File: src/rtl/id_ex_stage_reg_pkg.sv
// ---------------------------------------------------------------------------
// pipeline_pkg
// Definitions shared by the ID/EX stage register, its load-use detector and
// the bus interface.
//   CTRL_W           width of the decoded control bundle
//   CTRL_*           bit positions inside the control bundle
//                    {regWrite, memRead, memWrite, memToReg, aluSrc, aluOp[1:0]}
//   aluop_e          ALU operation encodings
//   REG_ZERO         hard-wired zero register
// ---------------------------------------------------------------------------
package pipeline_pkg;

    localparam int CTRL_W          = 7;
    localparam int CTRL_REG_WRITE  = 6;
    localparam int CTRL_MEM_READ   = 5;
    localparam int CTRL_MEM_WRITE  = 4;
    localparam int CTRL_MEM_TO_REG = 3;
    localparam int CTRL_ALU_SRC    = 2;
    localparam int CTRL_ALUOP_HI   = 1;
    localparam int CTRL_ALUOP_LO   = 0;

    typedef enum logic [1:0] {
        ALUOP_ADD   = 2'b00,
        ALUOP_SUB   = 2'b01,
        ALUOP_RTYPE = 2'b10
    } aluop_e;

    localparam logic [4:0] REG_ZERO = 5'd0;

    typedef logic [CTRL_W-1:0] ctrl_t;

    // True when the control bundle describes a load (reads data memory).
    function automatic logic ctrl_is_load(input ctrl_t ctrl);
        return ctrl[CTRL_MEM_READ];
    endfunction

endpackage

File: src/rtl/id_ex_stage_reg_if.sv
// ---------------------------------------------------------------------------
// id_ex_stage_reg_if
// Bus between the decode stage / pipeline control and the ID/EX register.
//   master : drives the ID-side fields, hold and flush; observes the
//            registered EX-side fields, stall and the stall counter
//   slave  : the ID/EX register itself (mirror directions)
// ---------------------------------------------------------------------------
interface id_ex_stage_reg_if
    import pipeline_pkg::*;
#(
    parameter int DATA_W = 32,
    parameter int REG_W  = 5,
    parameter int CNT_W  = 16
);

    logic              hold_i;
    logic              flush_i;
    logic [REG_W-1:0]  IF_IDregisterRs;
    logic [REG_W-1:0]  IF_IDregisterRt;
    logic              IF_IDusesRt;
    logic              id_valid_i;
    logic [REG_W-1:0]  id_rd_i;
    logic [DATA_W-1:0] id_rdata1_i;
    logic [DATA_W-1:0] id_rdata2_i;
    logic [DATA_W-1:0] id_imm_i;
    logic [CTRL_W-1:0] id_ctrl_i;

    logic              stall_o;
    logic              ID_EXvalid;
    logic [REG_W-1:0]  ID_EXregisterRs;
    logic [REG_W-1:0]  ID_EXregisterRt;
    logic [REG_W-1:0]  ID_EXregisterRd;
    logic [DATA_W-1:0] ID_EXrdata1;
    logic [DATA_W-1:0] ID_EXrdata2;
    logic [DATA_W-1:0] ID_EXimm;
    logic [CTRL_W-1:0] ID_EXctrl;
    logic [CNT_W-1:0]  stall_cnt_o;

    modport master (
        output hold_i, flush_i, IF_IDregisterRs, IF_IDregisterRt, IF_IDusesRt,
               id_valid_i, id_rd_i, id_rdata1_i, id_rdata2_i, id_imm_i, id_ctrl_i,
        input  stall_o, ID_EXvalid, ID_EXregisterRs, ID_EXregisterRt, ID_EXregisterRd,
               ID_EXrdata1, ID_EXrdata2, ID_EXimm, ID_EXctrl, stall_cnt_o
    );

    modport slave (
        input  hold_i, flush_i, IF_IDregisterRs, IF_IDregisterRt, IF_IDusesRt,
               id_valid_i, id_rd_i, id_rdata1_i, id_rdata2_i, id_imm_i, id_ctrl_i,
        output stall_o, ID_EXvalid, ID_EXregisterRs, ID_EXregisterRt, ID_EXregisterRd,
               ID_EXrdata1, ID_EXrdata2, ID_EXimm, ID_EXctrl, stall_cnt_o
    );

endinterface

File: src/rtl/id_ex_stage_reg_load_use_detector.sv
// ---------------------------------------------------------------------------
// load_use_detector
// Purely combinational load-use hazard check between the instruction held in
// EX (the ID/EX register contents) and the instruction currently in ID.
//   ex_valid, ex_mem_read, ex_rd : EX instruction is a real load writing ex_rd
//   id_rs, id_rt, id_uses_rt     : ID source registers (rt only when read)
//   id_valid                     : ID holds a real instruction
//   hazard                       : ID must wait one cycle for the load data
// ---------------------------------------------------------------------------
module load_use_detector
    import pipeline_pkg::*;
#(
    parameter int REG_W = 5
) (
    input  logic             ex_valid,
    input  logic             ex_mem_read,
    input  logic [REG_W-1:0] ex_rd,
    input  logic [REG_W-1:0] id_rs,
    input  logic [REG_W-1:0] id_rt,
    input  logic             id_uses_rt,
    input  logic             id_valid,
    output logic             hazard
);

    logic ex_is_load_s;
    logic src_match_s;

    // Load in EX with a real destination, and ID reads that destination.
    // A zero destination never matches, so register 0 as a source is also safe.
    always_comb begin
        ex_is_load_s = 1'b0;
        src_match_s  = 1'b0;
        hazard       = 1'b0;
        if (ex_valid && ex_mem_read && (ex_rd != REG_W'(REG_ZERO))) begin
            ex_is_load_s = 1'b1;
        end else begin
            ex_is_load_s = 1'b0;
        end
        if ((ex_rd == id_rs) || (id_uses_rt && (ex_rd == id_rt))) begin
            src_match_s = 1'b1;
        end else begin
            src_match_s = 1'b0;
        end
        if (ex_is_load_s && src_match_s && id_valid) begin
            hazard = 1'b1;
        end else begin
            hazard = 1'b0;
        end
    end

endmodule

File: src/rtl/id_ex_stage_reg.sv
// ---------------------------------------------------------------------------
// id_ex_stage_reg
// ID/EX pipeline register with load-use hazard detection.
//   clk  : rising-edge clock
//   rst  : synchronous active-high reset
//   bus  : id_ex_stage_reg_if.slave
//          in  : hold_i, flush_i, IF_ID rs/rt/usesRt, id_valid_i, id_rd_i,
//                id_rdata1_i, id_rdata2_i, id_imm_i, id_ctrl_i
//          out : stall_o (combinational), registered ID_EX* fields,
//                stall_cnt_o (saturating bubble count)
// Edge priority: rst > hold > flush > hazard > capture.
// ---------------------------------------------------------------------------
module id_ex_stage_reg
    import pipeline_pkg::*;
#(
    parameter int DATA_W  = 32,
    parameter int REG_W   = 5,
    parameter int ALUOP_W = 2,
    parameter int CNT_W   = 16
) (
    input logic              clk,
    input logic              rst,
    id_ex_stage_reg_if.slave bus
);

    // Five single-bit control flags plus the ALU operation field.
    localparam int CTRL_BITS = 5 + ALUOP_W;

    logic                 valid_r;
    logic [REG_W-1:0]     rs_r;
    logic [REG_W-1:0]     rt_r;
    logic [REG_W-1:0]     rd_r;
    logic [DATA_W-1:0]    rdata1_r;
    logic [DATA_W-1:0]    rdata2_r;
    logic [DATA_W-1:0]    imm_r;
    logic [CTRL_BITS-1:0] ctrl_r;
    logic [CNT_W-1:0]     cnt_r;

    logic                 hazard_s;
    logic                 stall_s;

    load_use_detector #(
        .REG_W (REG_W)
    ) u_load_use_detector (
        .ex_valid    (valid_r),
        .ex_mem_read (ctrl_is_load(ctrl_r)),
        .ex_rd       (rd_r),
        .id_rs       (bus.IF_IDregisterRs),
        .id_rt       (bus.IF_IDregisterRt),
        .id_uses_rt  (bus.IF_IDusesRt),
        .id_valid    (bus.id_valid_i),
        .hazard      (hazard_s)
    );

    // A flush discards ID anyway, and during hold nothing moves, so neither stalls.
    always_comb begin
        stall_s = 1'b0;
        if (hazard_s && !bus.flush_i && !bus.hold_i) begin
            stall_s = 1'b1;
        end else begin
            stall_s = 1'b0;
        end
    end

    // Stage register and saturating bubble counter.
    always_ff @(posedge clk) begin
        if (rst) begin
            valid_r  <= 1'b0;
            rs_r     <= '0;
            rt_r     <= '0;
            rd_r     <= '0;
            rdata1_r <= '0;
            rdata2_r <= '0;
            imm_r    <= '0;
            ctrl_r   <= '0;
            cnt_r    <= '0;
        end else if (bus.hold_i) begin
            // Frozen: all state retained; the hazard keeps being evaluated on it.
        end else if (bus.flush_i) begin
            valid_r  <= 1'b0;
            rs_r     <= '0;
            rt_r     <= '0;
            rd_r     <= '0;
            rdata1_r <= '0;
            rdata2_r <= '0;
            imm_r    <= '0;
            ctrl_r   <= '0;
        end else if (hazard_s) begin
            // Bubble clears memRead, so the same pair cannot stall twice.
            valid_r  <= 1'b0;
            rs_r     <= '0;
            rt_r     <= '0;
            rd_r     <= '0;
            rdata1_r <= '0;
            rdata2_r <= '0;
            imm_r    <= '0;
            ctrl_r   <= '0;
            if (cnt_r != {CNT_W{1'b1}}) begin
                cnt_r <= cnt_r + {{(CNT_W-1){1'b0}}, 1'b1};
            end
        end else begin
            valid_r  <= bus.id_valid_i;
            rs_r     <= bus.IF_IDregisterRs;
            rt_r     <= bus.IF_IDregisterRt;
            rd_r     <= bus.id_rd_i;
            rdata1_r <= bus.id_rdata1_i;
            rdata2_r <= bus.id_rdata2_i;
            imm_r    <= bus.id_imm_i;
            // An empty ID slot must not carry write/memory side effects forward.
            ctrl_r   <= bus.id_valid_i ? bus.id_ctrl_i : {CTRL_BITS{1'b0}};
        end
    end

    assign bus.stall_o         = stall_s;
    assign bus.ID_EXvalid      = valid_r;
    assign bus.ID_EXregisterRs = rs_r;
    assign bus.ID_EXregisterRt = rt_r;
    assign bus.ID_EXregisterRd = rd_r;
    assign bus.ID_EXrdata1     = rdata1_r;
    assign bus.ID_EXrdata2     = rdata2_r;
    assign bus.ID_EXimm        = imm_r;
    assign bus.ID_EXctrl       = ctrl_r;
    assign bus.stall_cnt_o     = cnt_r;

endmodule

File: src/flat_wrapper.sv
// flat-port wrapper written by rule: the top's interface ports become plain ports
module id_ex_stage_reg_flat import pipeline_pkg::*;
#(
    parameter int DATA_W  = 32,
    parameter int REG_W   = 5,
    parameter int ALUOP_W = 2,
    parameter int CNT_W   = 16
)
  (clk, rst, bus_hold_i, bus_flush_i, bus_IF_IDregisterRs, bus_IF_IDregisterRt, bus_IF_IDusesRt, bus_id_valid_i, bus_id_rd_i, bus_id_rdata1_i, bus_id_rdata2_i, bus_id_imm_i, bus_id_ctrl_i, bus_stall_o, bus_ID_EXvalid, bus_ID_EXregisterRs, bus_ID_EXregisterRt, bus_ID_EXregisterRd, bus_ID_EXrdata1, bus_ID_EXrdata2, bus_ID_EXimm, bus_ID_EXctrl, bus_stall_cnt_o);
  id_ex_stage_reg_if #(.DATA_W(DATA_W), .REG_W(REG_W), .CNT_W(CNT_W)) bus_i ();
  input logic clk;
  input logic rst;
  input wire logic [$bits(bus_i.hold_i)-1:0] bus_hold_i;
  input wire logic [$bits(bus_i.flush_i)-1:0] bus_flush_i;
  input wire logic [$bits(bus_i.IF_IDregisterRs)-1:0] bus_IF_IDregisterRs;
  input wire logic [$bits(bus_i.IF_IDregisterRt)-1:0] bus_IF_IDregisterRt;
  input wire logic [$bits(bus_i.IF_IDusesRt)-1:0] bus_IF_IDusesRt;
  input wire logic [$bits(bus_i.id_valid_i)-1:0] bus_id_valid_i;
  input wire logic [$bits(bus_i.id_rd_i)-1:0] bus_id_rd_i;
  input wire logic [$bits(bus_i.id_rdata1_i)-1:0] bus_id_rdata1_i;
  input wire logic [$bits(bus_i.id_rdata2_i)-1:0] bus_id_rdata2_i;
  input wire logic [$bits(bus_i.id_imm_i)-1:0] bus_id_imm_i;
  input wire logic [$bits(bus_i.id_ctrl_i)-1:0] bus_id_ctrl_i;
  output wire logic [$bits(bus_i.stall_o)-1:0] bus_stall_o;
  output wire logic [$bits(bus_i.ID_EXvalid)-1:0] bus_ID_EXvalid;
  output wire logic [$bits(bus_i.ID_EXregisterRs)-1:0] bus_ID_EXregisterRs;
  output wire logic [$bits(bus_i.ID_EXregisterRt)-1:0] bus_ID_EXregisterRt;
  output wire logic [$bits(bus_i.ID_EXregisterRd)-1:0] bus_ID_EXregisterRd;
  output wire logic [$bits(bus_i.ID_EXrdata1)-1:0] bus_ID_EXrdata1;
  output wire logic [$bits(bus_i.ID_EXrdata2)-1:0] bus_ID_EXrdata2;
  output wire logic [$bits(bus_i.ID_EXimm)-1:0] bus_ID_EXimm;
  output wire logic [$bits(bus_i.ID_EXctrl)-1:0] bus_ID_EXctrl;
  output wire logic [$bits(bus_i.stall_cnt_o)-1:0] bus_stall_cnt_o;
  assign bus_i.hold_i = bus_hold_i;
  assign bus_i.flush_i = bus_flush_i;
  assign bus_i.IF_IDregisterRs = bus_IF_IDregisterRs;
  assign bus_i.IF_IDregisterRt = bus_IF_IDregisterRt;
  assign bus_i.IF_IDusesRt = bus_IF_IDusesRt;
  assign bus_i.id_valid_i = bus_id_valid_i;
  assign bus_i.id_rd_i = bus_id_rd_i;
  assign bus_i.id_rdata1_i = bus_id_rdata1_i;
  assign bus_i.id_rdata2_i = bus_id_rdata2_i;
  assign bus_i.id_imm_i = bus_id_imm_i;
  assign bus_i.id_ctrl_i = bus_id_ctrl_i;
  assign bus_stall_o = bus_i.stall_o;
  assign bus_ID_EXvalid = bus_i.ID_EXvalid;
  assign bus_ID_EXregisterRs = bus_i.ID_EXregisterRs;
  assign bus_ID_EXregisterRt = bus_i.ID_EXregisterRt;
  assign bus_ID_EXregisterRd = bus_i.ID_EXregisterRd;
  assign bus_ID_EXrdata1 = bus_i.ID_EXrdata1;
  assign bus_ID_EXrdata2 = bus_i.ID_EXrdata2;
  assign bus_ID_EXimm = bus_i.ID_EXimm;
  assign bus_ID_EXctrl = bus_i.ID_EXctrl;
  assign bus_stall_cnt_o = bus_i.stall_cnt_o;
  id_ex_stage_reg #(.DATA_W(DATA_W), .REG_W(REG_W), .ALUOP_W(ALUOP_W), .CNT_W(CNT_W)) u_core (.clk(clk), .rst(rst), .bus(bus_i));
endmodule
File: config.mk
export PLATFORM = sky130hd
export DESIGN_NAME = id_ex_stage_reg_flat
export DESIGN_NICKNAME = d
export VERILOG_FILES = /design/src/rtl/id_ex_stage_reg_pkg.sv /design/src/rtl/id_ex_stage_reg_if.sv /design/src/rtl/id_ex_stage_reg_load_use_detector.sv /design/src/rtl/id_ex_stage_reg.sv /design/src/flat_wrapper.sv
export SDC_FILE = /design/constraint.sdc
export NUM_CORES = 1
export LEC_CHECK = 0
export ABC_AREA = 1
export CAP_MARGIN = 10
export CORE_ASPECT_RATIO = 0.9
export CORE_MARGIN = 3
export CORE_UTILIZATION = 42
export CTS_CLUSTER_SIZE = 12
export DETAILED_ROUTE_END_ITERATION = 7
export GPL_ROUTABILITY_DRIVEN = 0
export PLACE_DENSITY = 0.81
export SYNTH_ARGS = -nofsm -noshare
export SYNTH_HDL_FRONTEND = slang
export SYNTH_SLANG_ARGS = --single-unit
File: constraint.sdc
create_clock -name clk -period 2.1 [get_ports clk]
set_clock_uncertainty 0.1 [all_clocks]
set_input_delay 0.525 -clock clk [delete_from_list [all_inputs] [get_ports clk]]
set_output_delay 0.525 -clock clk [all_outputs]
set_load 0.1 [all_outputs]
==> results_dict.tcl <==
set metrics [dict create \
    track_usage 0.272 \
    synthCells 729 \
    synth_adder_area_share 0.00220 \
    avgSynthCellArea_um2 7.80 \
    total_power_mw 7.48 \
    r2r-end "u_core.bus.stall_cnt_o[5]" \
    synth_edf_count 0 \
    vias 6144 \
    holdPathEnd "u_core.bus.ID_EXimm[19]" \
    synth_top_area_frac 0.476 \
    synth-compound-area-share 0.118 \
    netlist_area_mm2 0.00568 \
    slew_headroom 0.555 \
    outcome "complete, but fails checks" \
    finalCritPeriodShare 1.12 \
    final_layout_size_suffix_gt1_frac 0.240 \
    clkLatencyLatePin_ns 0.41 \
    max_stage_delay_ns 0.25 \
    synthMuxAreaShare 0 \
    min_path_cells 2 \
    cts-hold-fix-buffers 0 \
    ys_seq_elements 135 \
    synth_ff_type "dfxtp_1" \
    r2r_slack_ns -0.02 \
    worstSetupPathType "in -> out" \
    synth_xor_area_frac 0.00154 \
    grt_max_degree 86 \
    hp-class "in -> reg" \
    cpLargestDelayFamily "buffers and inverters" \
    synth.largest_area_cell "dfxtp_1" \
    cts_made_buffers 17 \
    crit_top_cell "nand2_1" \
    ant_nets 0 \
    cts-root-buf "clkbuf_16" \
    cts_tree "yes" \
    ys_seq_area_frac 0.476 \
    setup_viol 3 \
    path_max_fanout 2 \
    synthArstFlopShare 0 \
    cp-end-kind "primary output" \
    final_core_util 0.818 \
    htree_levels 4 \
    drt-initial-drc-count 443 \
    multiInputGateArea_mm2 0.00261 \
    cts_sinks 135 \
    critPathSlowestCell "dlygate4sd2_1" \
    worstMarginPinSlew_ns 0.667 \
    clkTransAtPathRegs_ns 0.06 \
    drc 0 \
    antenna_found_initial 0 \
    detail_route.wl_per_cell_um 17.5 \
    synth.most_common_cell "nand2_1" \
    core_area_mm2 0.0130 \
    timing.fmax_mhz 426 \
    die_h_um 116 \
    cap_violations 0 \
    grt_overflow_total 0 \
    yosys.area_share.simple 0.331 \
    area_growth_pct 86.8 \
    first_pass_iters 5 \
    syn_nets 854 \
    rsz0062_at_grt "yes" \
    r2r-start "u_core.bus.ID_EXregisterRd[0]" \
    slew_viol_final 0 \
    setup_slack_ns -0.248 \
    r2r_cells 15 \
    grt_pass1_vias 5957 \
    hold_path_startpoint "rst" \
    top_level_ports 260 \
    hold_ws_ns 0.281 \
    rows 39 \
    wl_mm 20.4 \
    hpwl_mm 14.1 \
    synth_top_family_by_area "simple AND/OR/NAND/NOR gates" \
    synth.cells.most_frequent "nand2_1, dfxtp_1, a21oi_1" \
    fp.dieArea_mm2 0.0150 \
    synthTopCellsByArea "dfxtp_1, nand3b_1, nand2_1" \
    via_per_inst 5.26 \
    num-nets-final 1116 \
    critical_path_buf_inv_count 4 \
    yosysWarnings 0 \
    place_ws_ns -0.435 \
    p_leak_nw 4.09 \
    n_antenna_cell 0 \
    violations "negative setup slack" \
    p_per_area_mw_per_mm2 704 \
    hold_viol 0 \
    grt_pass1_wl_mm 31.9 \
    ff_latch_area_mm2 0.00274 \
    ys_types 25 \
    cp.arrival_ns 1.72 \
    period_needed_ns 2.35 \
    initial_core_util 0.438 \
    port_buffers 259 \
    cts_buffer_depth 2 \
    ir_drop_mv 0.633 \
    nFillCells 733 \
    required_ns 1.47 \
    worstPathCellList "dlygate4sd2_1, inv_1, nand2_1, nand2_1, nor2_1, nand3_1, nand2_2, nand3_4, clkinvlp_4, buf_12" \
    cp-start-kind "primary input" \
    die_w_um 129 \
]
[worst max-delay path by stage]
stage                                  startpoint           to  slack (ns)  cells past startpoint
finish                     bus_IF_IDregisterRt[0]  bus_stall_o       -0.25                     10
global route               bus_IF_IDregisterRt[0]  bus_stall_o       -0.41                     10
CTS                 u_core.bus.ID_EXregisterRd[1]  bus_stall_o       -0.17                      9
global placement           bus_IF_IDregisterRt[1]  bus_stall_o       -0.43                     10
floorplan                              bus_hold_i  bus_stall_o       -0.03                      4
detailed placement         bus_IF_IDregisterRt[1]  bus_stall_o       -0.44                     10
[metal layers]
metal | vias up | global-route usage | share of wire
li1 | 2935 | - | -
met1 | 2908 | 0.309 | 0.38
met2 | 265 | 0.467 | 0.50
met3 | 36 | 0.120 | 0.096
met4 | 0 | 0.0812 | 0.022
met5 | - | 0 | 0
[logic make-up (layout without fill, tap and decap cells)]
kind of cell             count (synthesis)  in the layout
AND/OR/NAND/NOR                        374            374
flip-flops                             135            135
AO/OA/AOI/OAI                          133            133
buffers and inverters                   85            360
adder cells (fa/ha/maj)                  1              1
XOR/XNOR                                 1              1
[flip-flops by register name, indices dropped and copies added (netlist names)]
register                    cells
u_core.bus.ID_EXctrl            7
u_core.bus.ID_EXimm            32
u_core.bus.ID_EXrdata1         32
u_core.bus.ID_EXrdata2         32
u_core.bus.ID_EXregisterRd      5
u_core.bus.ID_EXregisterRs      5
u_core.bus.ID_EXregisterRt      5
u_core.bus.ID_EXvalid           1
u_core.bus.stall_cnt_o         16
[cell usage in the layout, fill, tap and decap left out, drive strengths merged]
cell type	n
nor2	46
dlygate4sd2	12
nor3	3
nand4	5
nor4b	1
or2	1
o21ai	2
inv	30
clkdlybuf4s50	109
dfxtp	135
bufinv	4
o21bai	1
clkbuf	24
nand2	188
nand3	27
nand3b	103
a21oi	130
clkinv	3
clkinvlp	2
buf	176
ha	1
xnor2	1
[what timing repair did]
item                                   CTS  global route
gates resized for setup                 15            11
setup endpoints to repair                1            10
buffers inserted                         7             5
pin swaps                               11             9
endpoints found under the hold margin    0             0
[area by class of cell]
class / instances / area share
Clock buffer: 24 / 0.0464
Clock inverter: 8 / 0.0134
Inverter: 31 / 0.0120
Multi-Input combinational cell: 509 / 0.246
Sequential cell: 135 / 0.258
Tap cell: 164 / 0.0193
Timing Repair Buffer: 297 / 0.405
[power by group]
group          switching, mW  internal [mW]
Combinational          0.903          0.642
Clock                   1.08           2.12
Sequential            0.0942           2.64
Total                   2.07           5.40
[through the flow]
step                      TNS (ns)  area (µm²)  std cells
after CTS                   -0.171       10500       1163
after floorplan            -0.0317        5730        729
after global routing         -2.02       10600       1168
after detailed placement    -25.77        9870       1124
final                       -0.279       10600       1168
after global placement      -24.33        9870       1124
No activity file was read; power rests on OpenSTA's default activity.
